## config.mk

```make
export PLATFORM = sky130hd
export DESIGN_NAME = muon_decay_trigger
export DESIGN_NICKNAME = d
export VERILOG_FILES = /design/src/rtl/muon_decay_trigger.sv
export SDC_FILE = /design/constraint.sdc
export NUM_CORES = 1
export LEC_CHECK = 0
export ABC_CLOCK_PERIOD_IN_PS = 3800
export BUFFER_PORTS_ARGS = -buffer_cell sky130_fd_sc_hd__buf_4
export CAP_MARGIN = 20
export CORE_MARGIN = 1.5
export CORE_UTILIZATION = 40
export DETAILED_ROUTE_END_ITERATION = 7
export RECOVER_POWER = 100
export SLEW_MARGIN = 20
export SYNTH_ARGS = -nofsm -noshare
export SYNTH_HDL_FRONTEND = slang
export SYNTH_SLANG_ARGS = --single-unit
export TNS_END_PERCENT = 1
```

## constraint.sdc

```tcl
create_clock -name clka -period 3.8 [get_ports clka]
set_clock_uncertainty 0.15 [all_clocks]
set_input_delay 0.38 -clock clka [delete_from_list [all_inputs] [get_ports clka]]
set_output_delay 0.38 -clock clka [all_outputs]
set_load 0.01 [all_outputs]
```

## src/rtl/muon_decay_trigger.sv

```systemverilog
// muon_decay_trigger
//   Double-pulse discriminator feeding the capture RAM. Looks for a muon pulse followed
//   by a decay-electron pulse within a programmable window. On a valid pair it emits a
//   stretched trigger, reports the decay time in clka cycles and counts the event.
//   After each trigger or timeout it waits out a holdoff, then re-arms.
//
// Ports
//   clka            sample clock, all logic on posedge
//   int_rst         asynchronous, active-high reset
//   i_adc_in        14-bit two's complement ADC sample
//   i_polarity      1 = negative-going pulses (sample inverted before compare)
//   i_threshold     signed discriminator level, applied after inversion
//   i_window        max cycles from first to second crossing, inclusive
//   i_holdoff       dead cycles after a trigger/timeout (0 behaves as 1)
//   i_arm           level enable; low forces idle
//   o_trig          trigger, TRIG_LEN cycles high
//   o_decay_valid   1-cycle strobe qualifying o_decay_time
//   o_decay_time    cycles between first and second crossing, held until next accept
//   o_event_count   accepted pairs since reset, wrapping
//   o_busy          high outside the idle and wait-for-first states
//   o_trig_ts       (TRIG_TIMESTAMP_EN only) free-running cycle count latched on accept
//
// Build option: define TRIG_TIMESTAMP_EN to add o_trig_ts.
module muon_decay_trigger #(
  parameter int unsigned TRIG_LEN = 4,
  parameter int unsigned HYST     = 16,
  parameter int unsigned TW       = 16
) (
  input  logic          clka,
  input  logic          int_rst,
  input  logic [13:0]   i_adc_in,
  input  logic          i_polarity,
  input  logic [13:0]   i_threshold,
  input  logic [TW-1:0] i_window,
  input  logic [TW-1:0] i_holdoff,
  input  logic          i_arm,
  output logic          o_trig,
  output logic          o_decay_valid,
  output logic [TW-1:0] o_decay_time,
  output logic [31:0]   o_event_count,
  output logic          o_busy
`ifdef TRIG_TIMESTAMP_EN
  ,
  output logic [47:0]   o_trig_ts
`endif
);

  localparam int unsigned TCW = (TRIG_LEN > 1) ? $clog2(TRIG_LEN) : 1;

  typedef enum logic [2:0] {
    StIdle, StRearm, StWaitFirst, StInFirst, StWaitSecond, StHoldoff
  } state_e;

  state_e               r_state, w_state_d;
  logic signed [14:0]   r_s, w_s_next, w_adc_ext, w_thr, w_thr_lo;
  logic                 w_above, w_below;
  logic [TW-1:0]        r_dcnt, w_dcnt_d, w_dcnt_inc;
  logic [TW-1:0]        r_hcnt, w_hcnt_d;
  logic                 w_hold_done, w_acc;
  logic                 r_acc;
  logic [TW-1:0]        r_acc_time;
  logic                 r_trig;
  logic [TCW-1:0]       r_tcnt;
  logic                 r_dv;
  logic [TW-1:0]        r_dtime;
  logic [31:0]          r_evcnt;

  // Inversion in 15 bits; only -8192 would overflow 14 bits, so clamp it to +8191.
  assign w_adc_ext = $signed({i_adc_in[13], i_adc_in});
  always_comb begin
    w_s_next = w_adc_ext;
    if (i_polarity) begin
      w_s_next = (i_adc_in == 14'h2000) ? 15'sd8191 : -w_adc_ext;
    end
  end

  // 15-bit signed compares: threshold - HYST cannot wrap.
  assign w_thr    = $signed({i_threshold[13], i_threshold});
  assign w_thr_lo = w_thr - $signed(15'(HYST));
  assign w_above  = (r_s >= w_thr);
  assign w_below  = (r_s < w_thr_lo);

  // Decay counter saturates rather than wrapping.
  assign w_dcnt_inc  = (&r_dcnt) ? r_dcnt : r_dcnt + TW'(1);
  assign w_hold_done = (i_holdoff == '0) || (r_hcnt >= i_holdoff - TW'(1));

  always_comb begin
    w_state_d = r_state;
    w_dcnt_d  = r_dcnt;
    w_hcnt_d  = r_hcnt;
    w_acc     = 1'b0;
    if (!i_arm) begin
      w_state_d = StIdle;
    end else begin
      case (r_state)
        StIdle: w_state_d = StRearm;
        StRearm: begin
          if (w_below) w_state_d = StWaitFirst;
        end
        StWaitFirst: begin
          if (w_above) begin
            w_dcnt_d  = '0;
            w_state_d = StInFirst;
          end
        end
        StInFirst: begin
          w_dcnt_d = w_dcnt_inc;
          if (w_dcnt_inc > i_window) begin
            w_hcnt_d  = '0;
            w_state_d = StHoldoff;
          end else if (w_below) begin
            w_state_d = StWaitSecond;
          end
        end
        StWaitSecond: begin
          w_dcnt_d = w_dcnt_inc;
          if (w_dcnt_inc > i_window) begin
            w_hcnt_d  = '0;
            w_state_d = StHoldoff;
          end else if (w_above) begin
            w_acc     = 1'b1;
            w_hcnt_d  = '0;
            w_state_d = StHoldoff;
          end
        end
        StHoldoff: begin
          if (w_hold_done) w_state_d = StRearm;
          else             w_hcnt_d  = r_hcnt + TW'(1);
        end
        default: w_state_d = StIdle;
      endcase
    end
  end

  always_ff @(posedge clka or posedge int_rst) begin
    if (int_rst) begin
      r_state    <= StIdle;
      r_s        <= '0;
      r_dcnt     <= '0;
      r_hcnt     <= '0;
      r_acc      <= 1'b0;
      r_acc_time <= '0;
    end else begin
      r_state    <= w_state_d;
      r_s        <= w_s_next;
      r_dcnt     <= w_dcnt_d;
      r_hcnt     <= w_hcnt_d;
      r_acc      <= w_acc;
      if (w_acc) r_acc_time <= w_dcnt_inc;
    end
  end

  // Accept is reported one cycle after the decision; the stretch runs to completion
  // even if arm drops.
  always_ff @(posedge clka or posedge int_rst) begin
    if (int_rst) begin
      r_trig  <= 1'b0;
      r_tcnt  <= '0;
      r_dv    <= 1'b0;
      r_dtime <= '0;
      r_evcnt <= '0;
    end else begin
      r_dv <= r_acc;
      if (r_acc) begin
        r_trig  <= 1'b1;
        r_tcnt  <= TCW'(TRIG_LEN - 1);
        r_dtime <= r_acc_time;
        r_evcnt <= r_evcnt + 32'd1;
      end else if (r_tcnt != '0) begin
        r_tcnt <= r_tcnt - TCW'(1);
      end else begin
        r_trig <= 1'b0;
      end
    end
  end

`ifdef TRIG_TIMESTAMP_EN
  logic [47:0] r_ts, r_trig_ts;
  always_ff @(posedge clka or posedge int_rst) begin
    if (int_rst) begin
      r_ts      <= '0;
      r_trig_ts <= '0;
    end else begin
      r_ts <= r_ts + 48'd1;
      if (r_acc) r_trig_ts <= r_ts;
    end
  end
  assign o_trig_ts = r_trig_ts;
`endif

  assign o_trig        = r_trig;
  assign o_decay_valid = r_dv;
  assign o_decay_time  = r_dtime;
  assign o_event_count = r_evcnt;
  assign o_busy        = (r_state != StIdle) && (r_state != StWaitFirst);

endmodule
```

Word level (Yosys, flattened, before mapping)

Cells that the tools add are included.

Flip-flop bits (word level): 119
Bits in latches: 0
Bits in writable memories: 0
Memory bits (read-only): 0
Bits of input ports: 64
Output and inout bits: 51
Logic and storage cells: 79
Memories: 0

Add/subtract/negate cells: 7
Multiply operators: 0
Divide/modulo/power cells: 0
Order comparisons: 4
Equality and inequality tests: 17
Shifts and indexed selects: 0
Multiplexer cells: 26
Bitwise operators: 0
Reductions and logical operators: 14

Operator list:

| cell                                                                  | count |
|---|---|
| 16-bit 2-to-1 mux                                                     | 5 |
| 16-bit one-hot mux with 3 select lines                                | 1 |
| 16-bit by 1-bit adder with 16-bit output (second input constant)      | 2 |
| 32-bit by 1-bit adder with 32-bit output (second input constant)      | 1 |
| 16-bit one-hot mux with 2 select lines                                | 1 |
| 15-bit 2-to-1 mux                                                     | 2 |
| 3-bit 2-to-1 mux                                                      | 8 |
| 3-bit one-hot mux with 6 select lines                                 | 1 |
| 16-bit >= comparator                                                  | 1 |
| 16-bit greater-than comparator                                        | 1 |
| 16-bit logical NOT                                                    | 1 |
| 16-bit AND reduction                                                  | 1 |
| 16-bit by 1-bit subtractor with 16-bit output (second input constant) | 1 |
| 15-bit by 14-bit >= comparator with 1-bit output                      | 1 |
| 15-bit < comparator                                                   | 1 |
| 14-bit negation with 15-bit output                                    | 1 |
| 14-bit by 6-bit subtractor with 15-bit output (second input constant) | 1 |
| 14-bit == test (second input constant)                                | 1 |
| 3-bit inequality test (second input constant)                         | 4 |
| 5-bit AND reduction                                                   | 2 |
| 2-bit inequality test (second input constant)                         | 4 |
| 4-bit inequality test (second input constant)                         | 2 |
| 3-bit by 2-bit == test with 1-bit output (second input constant)      | 2 |
| 3-bit == test (second input constant)                                 | 2 |
| other kinds (12)                                                      | 21 |

Longest topological paths before layout

Gate-level depths: netlist (run 1).

Depth in word-level cells: 6
Gate-level depth with buffers: 18
Depth with buffers taken out: 14

Worst setup path before layout (run 1)

OpenSTA, ideal clock, no wires.

Kind: reg-to-reg
Start: register r_dcnt[6]
End: register r_acc_time[1]
Setup time: 0.125 ns
Arrival time: 3.658 ns
Data required time: 3.525 ns
Slack: -0.133 ns
Stages on the path, launching flop included: 18
Path buffers: 4
Clock period less this slack: 3.933 ns
Cells stage by stage: dfrtp_1 > buf_2 > and4_1 > nand4_1 > or3_1 > buf_2 > nand4_1 > nor2_1 > xor2_1 > ha_1 > nand4_1 > nor4_2 > and4_1 > a31oi_2 > or4_1 > buf_4 > buf_6 > mux2_4

Longest elaborated chain between the ends: 6
Elaborated cells between the ends (all ways): 7
Those cells by class: 1 x add/sub; 1 x order compare; 4 x mux; 1 x reduce/logical

RTL lines:

| element                                                                                 | line | RTL |
|---|---|---|
| start: declaration                                                                      | 57   | `logic [TW-1:0] r_dcnt, w_dcnt_d, w_dcnt_inc;` |
| start signal: assignment                                                                | 146  | `r_dcnt <= w_dcnt_d;` |
| 16-bit by 1-bit adder with 16-bit output / 16-bit AND reduction (equally long branches) | 84   | `assign w_dcnt_inc = (&r_dcnt) ? r_dcnt : r_dcnt + TW'(1);` |
| 16-bit 2-to-1 mux *                                                                     | 84   |  |
| net w_dcnt_inc[9]                                                                       | 57   |  |
| 16-bit greater-than comparator *                                                        | 117  | `if (w_dcnt_inc > i_window) begin` |
| 1-bit 2-to-1 mux *                                                                      | 117  |  |
| 1-bit 2-to-1 mux *                                                                      | 95   | `case (r_state)` |
| 1-bit 2-to-1 mux *                                                                      | 92   | `if (!i_arm) begin` |
| end signal: assignment                                                                  | 149  | `if (w_acc) r_acc_time <= w_dcnt_inc;` |
| end: declaration                                                                        | 61   | `logic [TW-1:0] r_acc_time;` |

Mark *: on every way through the listed nets, which the timed path passes. The rest lies on a longest branch.
A chain may end at the register's enable or synchronous reset.

Worst setup path in the final report (run 1)

Start: register r_dcnt[4]
End: register r_hcnt[15]

Longest elaborated chain between the ends: 5
Elaborated cells between the ends (all ways): 9
Those cells by class: 1 x add/sub; 1 x order compare; 2 x eq/ne; 3 x mux; 2 x reduce/logical

RTL lines:

| element                                                                                        | line     | RTL |
|---|---|---|
| 16-bit by 1-bit adder with 16-bit output / 16-bit AND reduction (equally long branches)        | 84       |  |
| 16-bit 2-to-1 mux *                                                                            | 84       |  |
| net w_dcnt_inc[9]                                                                              | 57       |  |
| 16-bit greater-than comparator *                                                               | 108, 117 |  |
| 3-bit inequality test (no line) (tied with other cells)                                        | --       |  |
| 5-bit AND reduction (no line) / 16-bit one-hot mux with 3 select lines (equally long branches) | --       |  |
| end signal: assignment                                                                         | 147      | `r_hcnt <= w_hcnt_d;` |
| end: declaration                                                                               | 58       | `logic [TW-1:0] r_hcnt, w_hcnt_d;` |

Marks and branches as above.

==> results of run 1 <==
-- worst register-to-register path: stages, from the launching register on --
cell       delay [ns]
dfrtp_1          0.37
and3_4           0.20
nand3_2          0.09
or3_4            0.41
nand4_1          0.12
nor2_2           0.06
xor2_1           0.16
ha_1             0.31
nand4_1          0.18
buf_4            0.19
buf_4            0.12
buf_4            0.12
nor2_2           0.11
a2bb2oi_2        0.08
a31oi_4          0.19
buf_6            0.15
nand3_4          0.12
buf_12           0.19
a221oi_2         0.27
mux2i_1          0.11
-- final timing paths --
| kind | to |
|---|---|
| worst max-delay path | r_hcnt[15] |
| worst min-delay path | r_s[0] |
| worst max register to register | r_hcnt[15] |
| worst min register to register | o_event_count[31] |
| max in group asynchronous | o_decay_time[12] |
| min in group asynchronous | o_event_count[25] |
-- placed cells by master, fill, tap and decap left out, types with 11 or more instances in the layout --
cell and n:
ha_1 65, and3_1 15, clkbuf_16 17, clkbuf_1 54, o21ai_0 31, nand3_1 28, a22o_1 14, mux2i_1 13
a21oi_1 32, nor3_1 16, mux2_2 27, nand2_1 69, inv_1 52, buf_4 106, xor2_1 26, dfrtp_1 119
xnor2_1 45, nor2_1 41, nor4_1 11, nand4_1 30
-- flip-flops by register name, indices dropped and copies added, names as in the netlist --
| name | flops |
|---|---|
| o_event_count | 32 |
| o_decay_time | 16 |
| r_acc_time | 16 |
| r_dcnt | 16 |
| r_hcnt | 16 |
| r_s | 15 |
| r_state | 3 |
| r_tcnt | 2 |
| o_decay_valid | 1 |
| o_trig | 1 |
| r_acc | 1 |
-- what timing repair did --
item	4_1_cts	5_1_grt
pin swaps	3	10
endpoints found under the setup margin	4	34
cloned	1	0
setup buffers	10	5
gates resized for setup	7	25
-- cell families after synthesis --
kind of cell | Yosys count | synth area share, %
AND/OR/NAND/NOR | 255 | 17.5
AO/OA/AOI/OAI | 134 | 12.1
flip-flops | 119 | 39.8
XOR/XNOR | 72 | 8.44
buffers and inverters | 72 | 3.97
adder cells (fa/ha/maj) | 66 | 11.0
multiplexers | 47 | 7.17
-- per-layer routing --
layer | part of all wire, % | wire (um)
met5 | 0 | 0
met4 | 1.4 | 246
met3 | 5.2 | 881
met2 | 45 | 7650
met1 | 49 | 8270
-- stage by stage --
step                      setup TNS [ns]  utilization (%)  area [um2]  power [mW]  cells
after floorplan                        0                -        7490        2.12    765
after global placement                 0             48.7        8840        2.43   1126
after detailed placement          -0.187             48.7        8840        2.45   1126
after CTS                              0             52.7        9570        4.08   1169
after global routing               -3.68             52.2        9470        4.27   1174
final                            -0.0168             52.2        9470        4.02   1174
-- report_power, final --
group	leakage (nW)	total [mW]	switching, mW	internal [mW]
clock	0.284	1.59	0.604	0.988
combinational	2.63	0.880	0.464	0.416
sequential	1.61	1.55	0.153	1.40
total	4.52	4.02	1.22	2.80
-- area by class of cell --
cell class                      count  area (um2)
Inverter                           53         199
Clock buffer                       19         443
Multi-Input combinational cell    574        4310
Fill cell                        1751        8680
Tap cell                          229         287
Timing Repair Buffer              167        1100
Sequential cell                   119        2980
Clock inverter                     13         146
==> key figures, run 1 <==
Outcome
  – Status: finished, violations left
  – Failing checks: DRC, capacitance limit, slew limit, setup timing

Run
  – Maxcap violations: 1

GRT
  – Vias in the first global route: 5912
  – First-pass GRT wire length: 28500 um
  – Met1 Use GR: 24.7%
  – GR Util met3: 3.82%
  – Global-route track usage on met2: 28.5%
  – Busiest grt layer: met2
  – Largest net degree at the start of global routing: 71
  – Remaining global-route overflow: 0
  – Initial antenna violation count: 0
  – Overall Global Routing Usage: 18.1%

Setup path
  – CP Cell Sequence: and3_4 > nand3_2 > or3_4 > nand4_1 > nor2_2 > xor2_1 > ha_1 > nand4_1 > buf_4 > buf_4 > buf_4 > nor2_2 > a2bb2oi_2 > a31oi_4 > buf_6 > nand3_4 > buf_12 > a221oi_2 > mux2i_1
  – Worst path most repeated cell: buf_4
  – Setup Crit Path Kind: register to register
  – Worst EP arrival: 3.96 ns
  – Reg2reg start: r_dcnt[4]
  – WP data required: 3.94 ns
  – CP top delay family: simple AND/OR/NAND/NOR gates
  – Critical path's slowest cell: or3_4
  – CP startpoint: r_dcnt[4]
  – R2R Setup Slk: -0.02 ns
  – Startpoint types: register
  – Critical path depth: 19
  – Worst Path Max Fanout: 7
  – WP buf/inv: 5
  – Critical Path End Type: register
  – Slowest cell delay on critical path: 0.41 ns
  – Worst Reg-to-Reg Cells: 19

Logic synthesis
  – Mapped Nets: 895
  – Mapped Cells: 765
  – Count of different cell masters after synthesis: 66
  – Synth area leader: dfrtp_1
  – Syn Area/Cell: 9.77 um2
  – Synthesized cell area: 0.00747 mm2
  – Warnings from Yosys: 0
  – FF+latch count, synth: 119
  – Post-synthesis sequential area ratio: 39.8%
  – Number of synthesized flops with an enable pin: 0
  – Synth top area share: 39.8%
  – Top post-synthesis cells by area: dfrtp_1 (40%), ha_1 (11%), xnor2_1 (5.3%)
  – Predominant post-synthesis flop cell: dfrtp_1
  – Async set-reset flop share out of synthesis: 100%
  – Synth cell count leaders: dfrtp_1 (119), nand2_1 (69), ha_1 (66)
  – Top-count cell post-synth: dfrtp_1

Finish
  – Share of cells above drive strength 1: 22.3%
  – Area growth syn-to-layout: 26.7%
  – Diode count: 0
  – Final nets: 1062

Timing
  – Normalized max-slew margin: -75.9%
  – Min Tclk post-route: 3.82 ns
  – Setup violators final: 1
  – Final WS setup: -0.0168 ns
  – Final worst path period share: 100%
  – RSZ-0062 raised after global routing: yes
  – Final Hold Fails: 0
  – Slew Viols, Final: 71
  – Worst slew pin tran: 2.64 ns
  – Fmax: 262 MHz
  – Worst hold margin: 0.0402 ns

Floorplanning
  – Rows: 49
  – Die height: 140 um
  – IO Count: 115
  – Die width: 140 um
  – Core area: 0.0181 mm2
  – Die Footprint: 0.0195 mm2
  – Initial Util: 41.2%

Route
  – First drt pass iteration count: 8
  – Routed len/inst: 14.5 um
  – Final ANT Viol Nets: 0
  – Final wirelength: 17000 um
  – DR vias: 6052
  – Vias/cell: 5.16
  – Initial DRC count: 234
  – Post-route DRC: 8

CTS
  – Clock Tree Root: clkbuf_16
  – TritonCTS clock tree: yes
  – H-tree Lvls: 4
  – CTS Buf Count: 17
  – CTS clock-pin slew for the worst setup and hold paths: 0.06 ns
  – # hold bufs at CTS: 0
  – Worst-Skew Late Latency: 0.42 ns
  – Max Root-Sink Buffers: 2
  – CTS sink count: 119

Worst hold path
  – Min-delay src: i_adc_in[0]
  – Hold path depth: 3
  – Min-delay worst type: input pin to register

Power and ir drop
  – Worst vdd ir: 358 uV
  – P_leak: 4.52 nW
  – Power Dens Cells: 425 mW/mm2

Placed design
  – # port buffers: 114
  – Hpwl dp: 12700 um
  – Pre-CTS WS: -0.0748 ns
  – RePlAce Congestion: 0.871
(Power assumes the default switching activity.)
==> run 2: changes to the inputs <==
- CAP_MARGIN: 20 -> 40
- SKIP_LAST_GASP: default -> 1
==> run 2 against run 1 <==
The flow finishes with violations (DRC). Maximum frequency is 0.85% higher. Sequential power about the same. First-iteration DRC count rose by 7.3%. Die area stayed put.
==> key figures, run 2 (synthesis results as in run 1) <==
Outcome
  – Status: finished, violations left
  – Failing checks: DRC

Setup path
  – WP data required: 3.95 ns (about the same)
  – Worst Path Max Fanout: 7 (unchanged)
  – Worst EP arrival: 3.93 ns (-0.03 ns)
  – Worst path most repeated cell: nand4_1
  – Slowest cell delay on critical path: 0.47 ns (+0.06 ns)
  – CP startpoint: r_dcnt[4]
  – Worst Reg-to-Reg Cells: 14 (-5)
  – WP buf/inv: 1 (-4)
  – R2R Setup Slk: 0.02 ns (+0.03 ns)
  – Startpoint types: register
  – Setup Crit Path Kind: register to register
  – Reg2reg start: r_dcnt[4]
  – CP Cell Sequence: and3_4 > nand3_2 > or3_4 > nand4_1 > nor2_1 > xor2_1 > ha_1 > nand4_1 > nor4_2 > and4_1 > a31oi_4 > or4_4 > buf_4 > mux2_2
  – CP top delay family: simple AND/OR/NAND/NOR gates
  – Critical Path End Type: register
  – Critical R2R Capture: r_acc_time[8]
  – Critical path's slowest cell: or4_4

Timing
  – Final Hold Fails: 0 (unchanged)
  – RSZ-0062 raised after global routing: yes
  – Final WS setup: 0.0154 ns (+0.0322 ns)
  – Setup violators final: 0 (-1)
  – Final worst path period share: 99.6% (-0.85 points)
  – Min Tclk post-route: 3.78 ns (-0.0322 ns)
  – Slew Viols, Final: 0 (-100%)
  – Fmax: 264 MHz (+0.85%)
  – Worst slew pin tran: 1.31 ns (-1.33 ns)
  – Normalized max-slew margin: 12.7% (+89 points)

Finish
  – Area growth syn-to-layout: 24.6%
  – Most common cell after layout, fill and taps aside: dfrtp_1
  – Diode count: 0 (unchanged)
  – Final nets: 1054 (-0.75%)
  – Most frequent cells in the layout: dfrtp_1 (119), buf_4 (97), nand2_1 (69)
  – Max reg flops: 32 (unchanged)
  – Share of cells above drive strength 1: 20.8% (-1.5 points)

Power and ir drop
  – Worst vdd ir: 374 uV (+4.4%)
  – P_leak: 4.44 nW (-1.8%)
  – Combinational Power Share: 22.3% (+0.4 points)
  – Sequential Power Share: 39.5% (+1.0 points)
  – Switch share: 31.8% (+1.5 points)
  – Power Dens Cells: 421 mW/mm2 (-1.0%)
  – Cell-internal power: 2.67 mW (-4.7%)
  – Total power draw: 3.92 mW (-2.6%)
  – Switching power: 1.25 mW (+2.2%)
  – Clk pwr share: 38.2% (-1.4 points)

Floorplanning
  – IO Count: 115 (unchanged)
  – Die Footprint: 0.0195 mm2 (unchanged)
  – Core area: 0.0181 mm2 (unchanged)
  – Rows: 49 (unchanged)
  – Die width: 140 um (unchanged)
  – Initial Util: 41.2% (unchanged)
  – Die height: 140 um (unchanged)

Worst hold path
  – Min-delay src: i_adc_in[7]
  – Min-delay worst type: input pin to register
  – Hold Path End: r_s[7]
  – Hold path depth: 3 (unchanged)

Run
  – Maxcap violations: 0 (-1)

Route
  – Initial DRC count: 251 (+7.3%)
  – Final wirelength: 17100 um (about the same)
  – Post-route DRC: 8 (unchanged)
  – Routed len/inst: 14.6 um (+0.79%)
  – DR vias: 6081 (+0.48%)
  – Final ANT Viol Nets: 0 (unchanged)
  – First drt pass iteration count: 7 (-1)
  – Vias/cell: 5.22 (+1.2%)

CTS
  – H-tree Lvls: 4 (unchanged)
  – Clock Tree Root: clkbuf_16
  – TritonCTS clock tree: yes
  – Worst-Skew Late Latency: 0.42 ns (about the same)
  – CTS clock-pin slew for the worst setup and hold paths: 0.06 ns (about the same)
  – CTS Buf Count: 17 (unchanged)
  – Max Root-Sink Buffers: 2 (unchanged)
  – CTS sink count: 119 (unchanged)

GRT
  – Remaining global-route overflow: 0 (unchanged)
  – Initial antenna violation count: 0 (unchanged)
  – First-pass GRT wire length: 28400 um (-0.53%)
  – Vias in the first global route: 5835 (-1.3%)
  – Overall Global Routing Usage: 18.0% (-0.077 points)
  – Largest net degree at the start of global routing: 52 (-27%)

Placed design
  – # port buffers: 114 (unchanged)
  – Pre-CTS WS: -0.0510 ns (+0.0238 ns)
  – RePlAce Congestion: 0.871 (unchanged)
  – Hpwl dp: 12700 um (+0.26%)
## run 2: metrics by stage
step | setup TNS, ns | util [%] | std cells | hold slack (ns) | instance area, um2
global route | -2.57 | 51.3 | 1166 | 0.0540 | 9310
finish | 0 | 51.3 | 1166 | 0.0510 | 9310
detailed placement | -0.133 | 48.8 | 1127 | 0.223 | 8860
floorplan | 0 | - | 765 | 0.199 | 7490
CTS | -0.0880 | 52.2 | 1164 | 0.0252 | 9460
global placement | 0 | 48.7 | 1126 | 0.314 | 8840
## run 2: power groups by stage
| stage | combinational (mW) | sequential (mW) | clock [mW] |
|---|---|---|---|
| global route | 0.998 | 1.56 | 1.60 |
| CTS | 0.900 | 1.54 | 1.54 |
| finish | 0.875 | 1.55 | 1.50 |
| floorplan | 0.591 | 1.53 | 0 |
| detailed placement | 0.888 | 1.56 | 0 |
| global placement | 0.872 | 1.56 | 0 |
## run 2: cell type report
| cell class | count | area, um2 |
|---|---|---|
| sequential | 119 | 2980 |
| clock inverter | 14 | 114 |
| clock buffer | 18 | 439 |
| inverter | 53 | 200 |
| fill | 1765 | 8830 |
| multi-input combinational | 574 | 4260 |
| timing repair buffer | 159 | 1030 |
| tap | 229 | 287 |
## run 2: worst max path at each step
stage | endpoint | slack [ns] | cells after the start
after floorplan | r_acc_time[1] | 0.02 | 16
after global placement | r_hcnt[15] | 0.08 | 16
after detailed placement | r_hcnt[15] | -0.05 | 16
after CTS | r_hcnt[15] | -0.04 | 16
after global routing | r_acc_time[10] | -0.12 | 14
final | r_acc_time[8] | 0.02 | 14
## run 2: repair_timing
action,4_1_cts,5_1_grt
hold buffers,1,0
pin swaps,2,4
cloned,0,1
endpoints found under the hold margin,18,0
buffers inserted,4,1
resized for setup,2,16
endpoints found under the setup margin,4,34
## run 2: tightest hold or removal path, delay by kind of cell
kind	cells	cell delay, ns
XOR/XNOR	1	0.06
buffers and inverters	1	0.09
AND/OR/NAND/NOR	1	0.06
## run 2: metal layers
metal,track usage [%],vias up,share of wire (%)
li1,-,3087,-
met1,25.0,2869,49
met2,28.2,115,46
met3,3.61,10,3.8
met4,5.82,0,0.87
met5,0,-,0
